$ cat config.mk
export PLATFORM = sky130hd
export DESIGN_NAME = step_ctrl_flat
export DESIGN_NICKNAME = d
export VERILOG_FILES = /design/src/rtl/step_ctrl_pkg.sv /design/src/rtl/step_ctrl_if.sv /design/src/rtl/step_ctrl_debounce.sv /design/src/rtl/step_ctrl.sv /design/src/flat_wrapper.sv
export SDC_FILE = /design/constraint.sdc
export NUM_CORES = 1
export LEC_CHECK = 0
export CORE_MARGIN = 3
export CORE_UTILIZATION = 60
export DETAILED_ROUTE_END_ITERATION = 7
export GPL_TIMING_DRIVEN = 0
export PLACE_DENSITY = 0.81
export SKIP_CTS_REPAIR_TIMING = 1
export SYNTH_ARGS = -nofsm -noshare
export SYNTH_HDL_FRONTEND = slang
export SYNTH_SLANG_ARGS = --single-unit
$ cat constraint.sdc
create_clock -name clk -period 3.1 [get_ports clk]
set_clock_uncertainty 0.15 [all_clocks]
set_input_delay 0.31 -clock clk [delete_from_list [all_inputs] [get_ports clk]]
set_output_delay 0.31 -clock clk [all_outputs]
set_load 0.005 [all_outputs]
$ cat src/rtl/step_ctrl_pkg.sv
// Shared types and defaults for the step_ctrl slice (run/stop and direction
// control for a 3-bit up/down counter).
package step_ctrl_pkg;

    typedef enum logic [1:0] {
        IDLE    = 2'd0,
        RUN     = 2'd1,
        REVERSE = 2'd2
    } state_t;

    localparam int unsigned DEBOUNCE_CYCLES_DEFAULT = 16;
    localparam int unsigned TICK_DIV_DEFAULT        = 50;

    function automatic int unsigned cnt_width(input int unsigned n);
        return (n < 2) ? 1 : $clog2(n);
    endfunction

endpackage

$ cat src/rtl/step_ctrl_if.sv
// Control bus from step_ctrl to the downstream up/down counter.
interface step_ctrl_if;

    logic en;
    logic dir;
    logic running;

    modport master (output en, output dir, output running);
    modport slave  (input  en, input  dir, input  running);

endinterface

$ cat src/rtl/step_ctrl_debounce.sv
// btn_debounce: 2-flop synchroniser, counting debouncer and registered
// one-cycle press pulse on the rising edge of the debounced level.
module btn_debounce
    import step_ctrl_pkg::*;
#(
    parameter int unsigned DEBOUNCE_CYCLES = DEBOUNCE_CYCLES_DEFAULT
) (
    input  logic clk,
    input  logic rst_n,
    input  logic btn,
    output logic press
);

    localparam int unsigned  CW       = cnt_width(DEBOUNCE_CYCLES);
    localparam logic [CW-1:0] CNT_LAST = CW'(DEBOUNCE_CYCLES - 1);

    logic          sync1;
    logic          sync2;
    logic          level;
    logic          level_d;
    logic [CW-1:0] cnt;

    always_ff @(posedge clk or negedge rst_n) begin
        if (!rst_n) begin
            sync1   <= 1'b0;
            sync2   <= 1'b0;
            level   <= 1'b0;
            level_d <= 1'b0;
            press   <= 1'b0;
            cnt     <= '0;
        end else begin
            sync1   <= btn;
            sync2   <= sync1;
            level_d <= level;
            press   <= level & ~level_d;
            // Any cycle of agreement restarts the stability count.
            if (sync2 != level) begin
                if (cnt == CNT_LAST) begin
                    level <= sync2;
                    cnt   <= '0;
                end else begin
                    cnt <= cnt + CW'(1);
                end
            end else begin
                cnt <= '0;
            end
        end
    end

endmodule

$ cat src/rtl/step_ctrl.sv
// step_ctrl: debounced run/dir buttons drive an IDLE/RUN/REVERSE FSM that
// strobes en every TICK_DIV cycles. Macro STEP_CTRL_SINGLE_STEP_EN adds btn_step.
module step_ctrl
    import step_ctrl_pkg::*;
#(
    parameter int unsigned DEBOUNCE_CYCLES = DEBOUNCE_CYCLES_DEFAULT,
    parameter int unsigned TICK_DIV        = TICK_DIV_DEFAULT
) (
    input  logic        clk,
    input  logic        rst_n,
    input  logic        btn_run,
    input  logic        btn_dir,
    input  logic        btn_step,
    step_ctrl_if.master ctrl
);

    localparam int unsigned   TW        = cnt_width(TICK_DIV);
    localparam logic [TW-1:0] TICK_LAST = TW'(TICK_DIV - 1);

    logic run_press;
    logic dir_press;
    logic step_press;

    btn_debounce #(.DEBOUNCE_CYCLES(DEBOUNCE_CYCLES)) u_run (
        .clk   (clk),
        .rst_n (rst_n),
        .btn   (btn_run),
        .press (run_press)
    );

    btn_debounce #(.DEBOUNCE_CYCLES(DEBOUNCE_CYCLES)) u_dir (
        .clk   (clk),
        .rst_n (rst_n),
        .btn   (btn_dir),
        .press (dir_press)
    );

`ifdef STEP_CTRL_SINGLE_STEP_EN
    btn_debounce #(.DEBOUNCE_CYCLES(DEBOUNCE_CYCLES)) u_step (
        .clk   (clk),
        .rst_n (rst_n),
        .btn   (btn_step),
        .press (step_press)
    );
`else
    logic unused_btn_step;
    assign unused_btn_step = btn_step;
    assign step_press      = 1'b0;
`endif

    state_t        state;
    state_t        state_next;
    logic [TW-1:0] tick;
    logic [TW-1:0] tick_next;
    logic          en_q;
    logic          en_next;
    logic          dir_q;
    logic          dir_next;
    logic          running_q;

    // Priority: run press, then dir press, then step press.
    always_comb begin
        state_next = state;
        tick_next  = tick + TW'(1);
        en_next    = 1'b0;
        dir_next   = dir_q;
        case (state)
            IDLE: begin
                tick_next = '0;
                if (run_press) begin
                    state_next = RUN;
                end else if (dir_press) begin
                    dir_next = ~dir_q;
                end else if (step_press) begin
                    en_next = 1'b1;
                end
            end
            RUN: begin
                if (run_press) begin
                    state_next = IDLE;
                    tick_next  = '0;
                end else if (dir_press) begin
                    state_next = REVERSE;
                    tick_next  = '0;
                end else if (tick == TICK_LAST) begin
                    tick_next = '0;
                    en_next   = 1'b1;
                end
            end
            REVERSE: begin
                if (run_press) begin
                    state_next = IDLE;
                    tick_next  = '0;
                    dir_next   = ~dir_q;
                end else if (tick == TICK_LAST) begin
                    state_next = RUN;
                    tick_next  = '0;
                    dir_next   = ~dir_q;
                end
            end
            default: begin
                state_next = IDLE;
                tick_next  = '0;
            end
        endcase
    end

    always_ff @(posedge clk or negedge rst_n) begin
        if (!rst_n) begin
            state     <= IDLE;
            tick      <= '0;
            en_q      <= 1'b0;
            dir_q     <= 1'b0;
            running_q <= 1'b0;
        end else begin
            state     <= state_next;
            tick      <= tick_next;
            en_q      <= en_next;
            dir_q     <= dir_next;
            running_q <= (state_next != IDLE);
        end
    end

    assign ctrl.en      = en_q;
    assign ctrl.dir     = dir_q;
    assign ctrl.running = running_q;

endmodule
$ cat src/flat_wrapper.sv
// flat-port wrapper written by rule: the top's interface ports become plain ports
module step_ctrl_flat import step_ctrl_pkg::*;
#(
    parameter int unsigned DEBOUNCE_CYCLES = DEBOUNCE_CYCLES_DEFAULT,
    parameter int unsigned TICK_DIV        = TICK_DIV_DEFAULT
)
  (clk, rst_n, btn_run, btn_dir, btn_step, ctrl_en, ctrl_dir, ctrl_running);
  step_ctrl_if ctrl_i ();
  input  logic clk;
  input  logic rst_n;
  input  logic btn_run;
  input  logic btn_dir;
  input  logic btn_step;
  output wire logic [$bits(ctrl_i.en)-1:0] ctrl_en;
  output wire logic [$bits(ctrl_i.dir)-1:0] ctrl_dir;
  output wire logic [$bits(ctrl_i.running)-1:0] ctrl_running;
  assign ctrl_en = ctrl_i.en;
  assign ctrl_dir = ctrl_i.dir;
  assign ctrl_running = ctrl_i.running;
  step_ctrl #(.DEBOUNCE_CYCLES(DEBOUNCE_CYCLES), .TICK_DIV(TICK_DIV)) u_core (.clk(clk), .rst_n(rst_n), .btn_run(btn_run), .btn_dir(btn_dir), .btn_step(btn_step), .ctrl(ctrl_i));
endmodule
==> summary.md <==
| Metric | Value |
|---|---|
| Leak pwr | `about 0.62 nW` |
| R2R Path End | `u_core.ctrl.running$_DFF_PN0_` |
| Drt pass-1 iters | `2` |
| RSZ-0062 raised after global routing | `no` |
| Clock-pin slew on the worst setup and hold paths | `~0.080 ns` |
| Root Buffer | `clkbuf_4` |
| Worst IR drop on VDD | `roughly 0.42 mV` |
| Vias per inst | `approximately 5.4` |
| Most common cell after layout, fill and taps aside | `dfrtp_1` |
| Max incr delay on CP | `between 0.6 and 0.7 ns` |
| Io pins | `8` |
| DR DRC count | `0` |
| First-pass GRT wire length | `3390 µm` |
| Worst hold path type | `reg2reg` |
| Vias | `768` |
| Worst path cell trace | `ha_1, or3b_4, o21ai_0, a2111oi_0, o21bai_1` |
| Worst R2R Start | `u_core.tick[0]$_DFF_PN0_` |
| Pins Over Slew Limit | `0` |
| DP HPWL | `roughly 1400 µm` |
| HP Start | `u_core.u_dir.sync1$_DFF_PN0_` |
| CP Class | `reg2reg` |
| Routed wire length | `approximately 1900 µm` |
| Worst setup EP type | `register` |
| Yosys Warn Count | `0` |
| Die height | `around 50 µm` |
| FF+latch count, synth | `29` |
| Die area | `between 0.002 and 0.003 mm²` |
| Worst slew margin | `about a fifth` |
| Max Clock Freq | `about 500 MHz` |
| Synth Cell Area | `0.00123 mm²` |
| Initial antenna violation count | `0` |
| Final period util | `around two thirds` |
| Clock sinks | `29` |
| Most frequent cells in the layout | `dfrtp_1 (29), nor2_1 (12), ha_1 (8)` |
| CP max stage cell | `a2111oi_0` |
| GPL Wtd Cong | `0.772` |
| Final worst slack | `roughly 1.1 ns` |
| Die width | `51.2 µm` |
| Overflow after GRT | `0` |
| Core area | `around 0.0018 mm²` |
| Nets | `between 100 and 150` |
| R2r setup slk | `about 1.1 ns` |
| CTS max path bufs | `2` |
| DR WL/cell | `13.1 µm` |
| Status | `finished, final reports clean` |
| Total GRT Usage | `between 10% and 20%` |
| Vias in the first global route | `~800` |
| Synth Area per Inst | `roughly 12 µm²` |
| Worst Hold End | `u_core.u_dir.sync2$_DFF_PN0_` |
| Post-synthesis sequential area ratio | `about three fifths` |
| TritonCTS clock tree | `yes` |
| Clk_lat worst skew | `approximately 0.31 ns` |
| Final setup vio count | `0` |
| R2R depth | `5` |
| Max-cap violations | `0` |
| Util after Layout | `between 70% and 80%` |
| Pin count of the biggest net entering global routing | `30` |
| PwrDens | `473 mW/mm²` |
| Initial Util | `between 60% and 70%` |
| Final Critical Period | `slightly above 2 ns` |
| Critical Path RT | `around 3.2 ns` |
| Port buffer count | `6` |
| Rows | `15` |
| Hold Path Stages | `0` |
| CP Launch Type | `register` |
| Setup TNS Final | `0 ns` |
| CTS buffer count | `5` |
| H-tree levels | `2` |
| Fin. Hold Viols | `0` |
| Arr. time, crit path | `2.10 ns` |
| Layout area overhead | `11.6%` |
| Hold_ws | `approximately 0.21 ns` |
| Slew @ Worst Pin | `approximately 1.2 ns` |
| Share of cells above drive strength 1 | `10.3%` |
| Syn_nets | `about 120` |
| Worst-path maximum fanout | `4` |
| Place WS | `between 1 and 1.5 ns` |
| Antenna fix cells | `0` |
| Initial DRC count | `3` |
| ANT nets after route | `0` |
| Distinct cell type count after synthesis | `24` |
| Mapped Cells | `about 100` |
==> through the flow <==
stage               std cells  instance area [µm²]  total power [W]
CTS                       141                 1370         0.000658
finish                    141                 1370         0.000648
floorplan                 102                 1230         0.000427
global route              141                 1370         0.000682
global placement          133                 1320         0.000449
detailed placement        133                 1320         0.000452
==> per-layer routing <==
metal / GRT usage [%] / wire [µm] / vias to the layer above
met1: 18.9 / 788 / 381
li1: - / - / 371
met2: 30.9 / 945 / 11
met5: 0 / 0 / -
met4: 11.8 / 44 / 0
met3: 6.41 / 77 / 5
==> power by group <==
group	switching, W	leakage (nW)	internal (W)
clock network	0.000118	0.0320	0.0000862
logic	0.0000192	0.200	0.0000219
registers	0.0000108	0.390	0.000392
total	0.000148	0.622	0.000500
==> registers in the layout (all words and copies together), names as in the netlist <==
| signal | cells |
|---|---|
| u_core.u_dir.sync1 | 1 |
| u_core.u_run.cnt | 4 |
| u_core.ctrl.dir | 1 |
| u_core.ctrl.running | 1 |
| u_core.u_run.sync1 | 1 |
| u_core.u_run.sync2 | 1 |
| u_core.u_dir.level_d | 1 |
| u_core.u_run.press | 1 |
| u_core.ctrl.en | 1 |
| u_core.u_dir.cnt | 4 |
| u_core.state | 2 |
| u_core.u_run.level_d | 1 |
| u_core.u_dir.press | 1 |
| u_core.u_dir.sync2 | 1 |
| u_core.tick | 6 |
| u_core.u_dir.level | 1 |
| u_core.u_run.level | 1 |
==> kinds of logic after synthesis <==
kind of cell / after synthesis / synth area share (%)
and+or+nand+nor: 33 / 14.6
muxes: 3 / 2.65
DFF: 29 / 59.1
adders and majority gates: 8 / 8.16
xor gates and xnor gates: 9 / 6.42
AOI/OAI and AO/OA: 14 / 7.24
buffers and inverters: 6 / 1.83
==> critical path: cells and delay by family, from the launching register on <==
family	cells	cell delay [ns]
compound gates	3	0.92
fa+ha+maj	1	0.21
flops	1	0.44
simple gates	1	0.24
==> worst max-delay path by stage <==
| stage | from | end | slack, ns | cells after the start |
|---|---|---|---|---|
| after detailed placement | u_core.tick[0]$_DFF_PN0_ | u_core.ctrl.running$_DFF_PN0_ | 1.10 | 5 |
| final | u_core.tick[0]$_DFF_PN0_ | u_core.ctrl.running$_DFF_PN0_ | 1.09 | 5 |
| after global placement | rst_n | u_core.u_run.cnt[1]$_DFF_PN0_ | 1.19 | 1 |
| after global routing | u_core.tick[0]$_DFF_PN0_ | u_core.ctrl.running$_DFF_PN0_ | 0.99 | 5 |
| after CTS | u_core.tick[0]$_DFF_PN0_ | u_core.ctrl.running$_DFF_PN0_ | 1.08 | 5 |
| after floorplan | u_core.tick[1]$_DFF_PN0_ | u_core.ctrl.dir$_DFFE_PN0P_ | 1.30 | 6 |
==> cell type report <==
type,instances,area (µm²)
multi-input cells,67,479
inverters,6,22.5
well taps,25,31.3
clock inverters,2,10.0
fillers,136,450
flip-flops and latches,29,726
clock buffers,6,41.3
repair buffers,6,60.1
==> cell usage after synthesis (all sizes together) <==
library cell	n	share of area, %
a21oi	7	2.9
a311oi	1	1.2
nand2	2	0.61
mux2i	1	0.82
nor2	12	3.7
or2	1	0.71
or3b	1	0.92
xnor2	6	4.3
a2111oi	1	0.71
o21ai	3	1.2
nor3	2	0.82
dfrtp	29	59
nand4	1	0.51
nand3	4	1.6
a21boi	1	0.61
xor2	3	2.1
ha	8	8.2
mux2	2	1.8
inv	6	1.8
nor3b	2	1.2
nor2b	4	2.0
o21bai	1	0.61
nand4b	2	1.4
nand2b	2	1.0
Note: power is estimated with default switching activity, not from simulation.
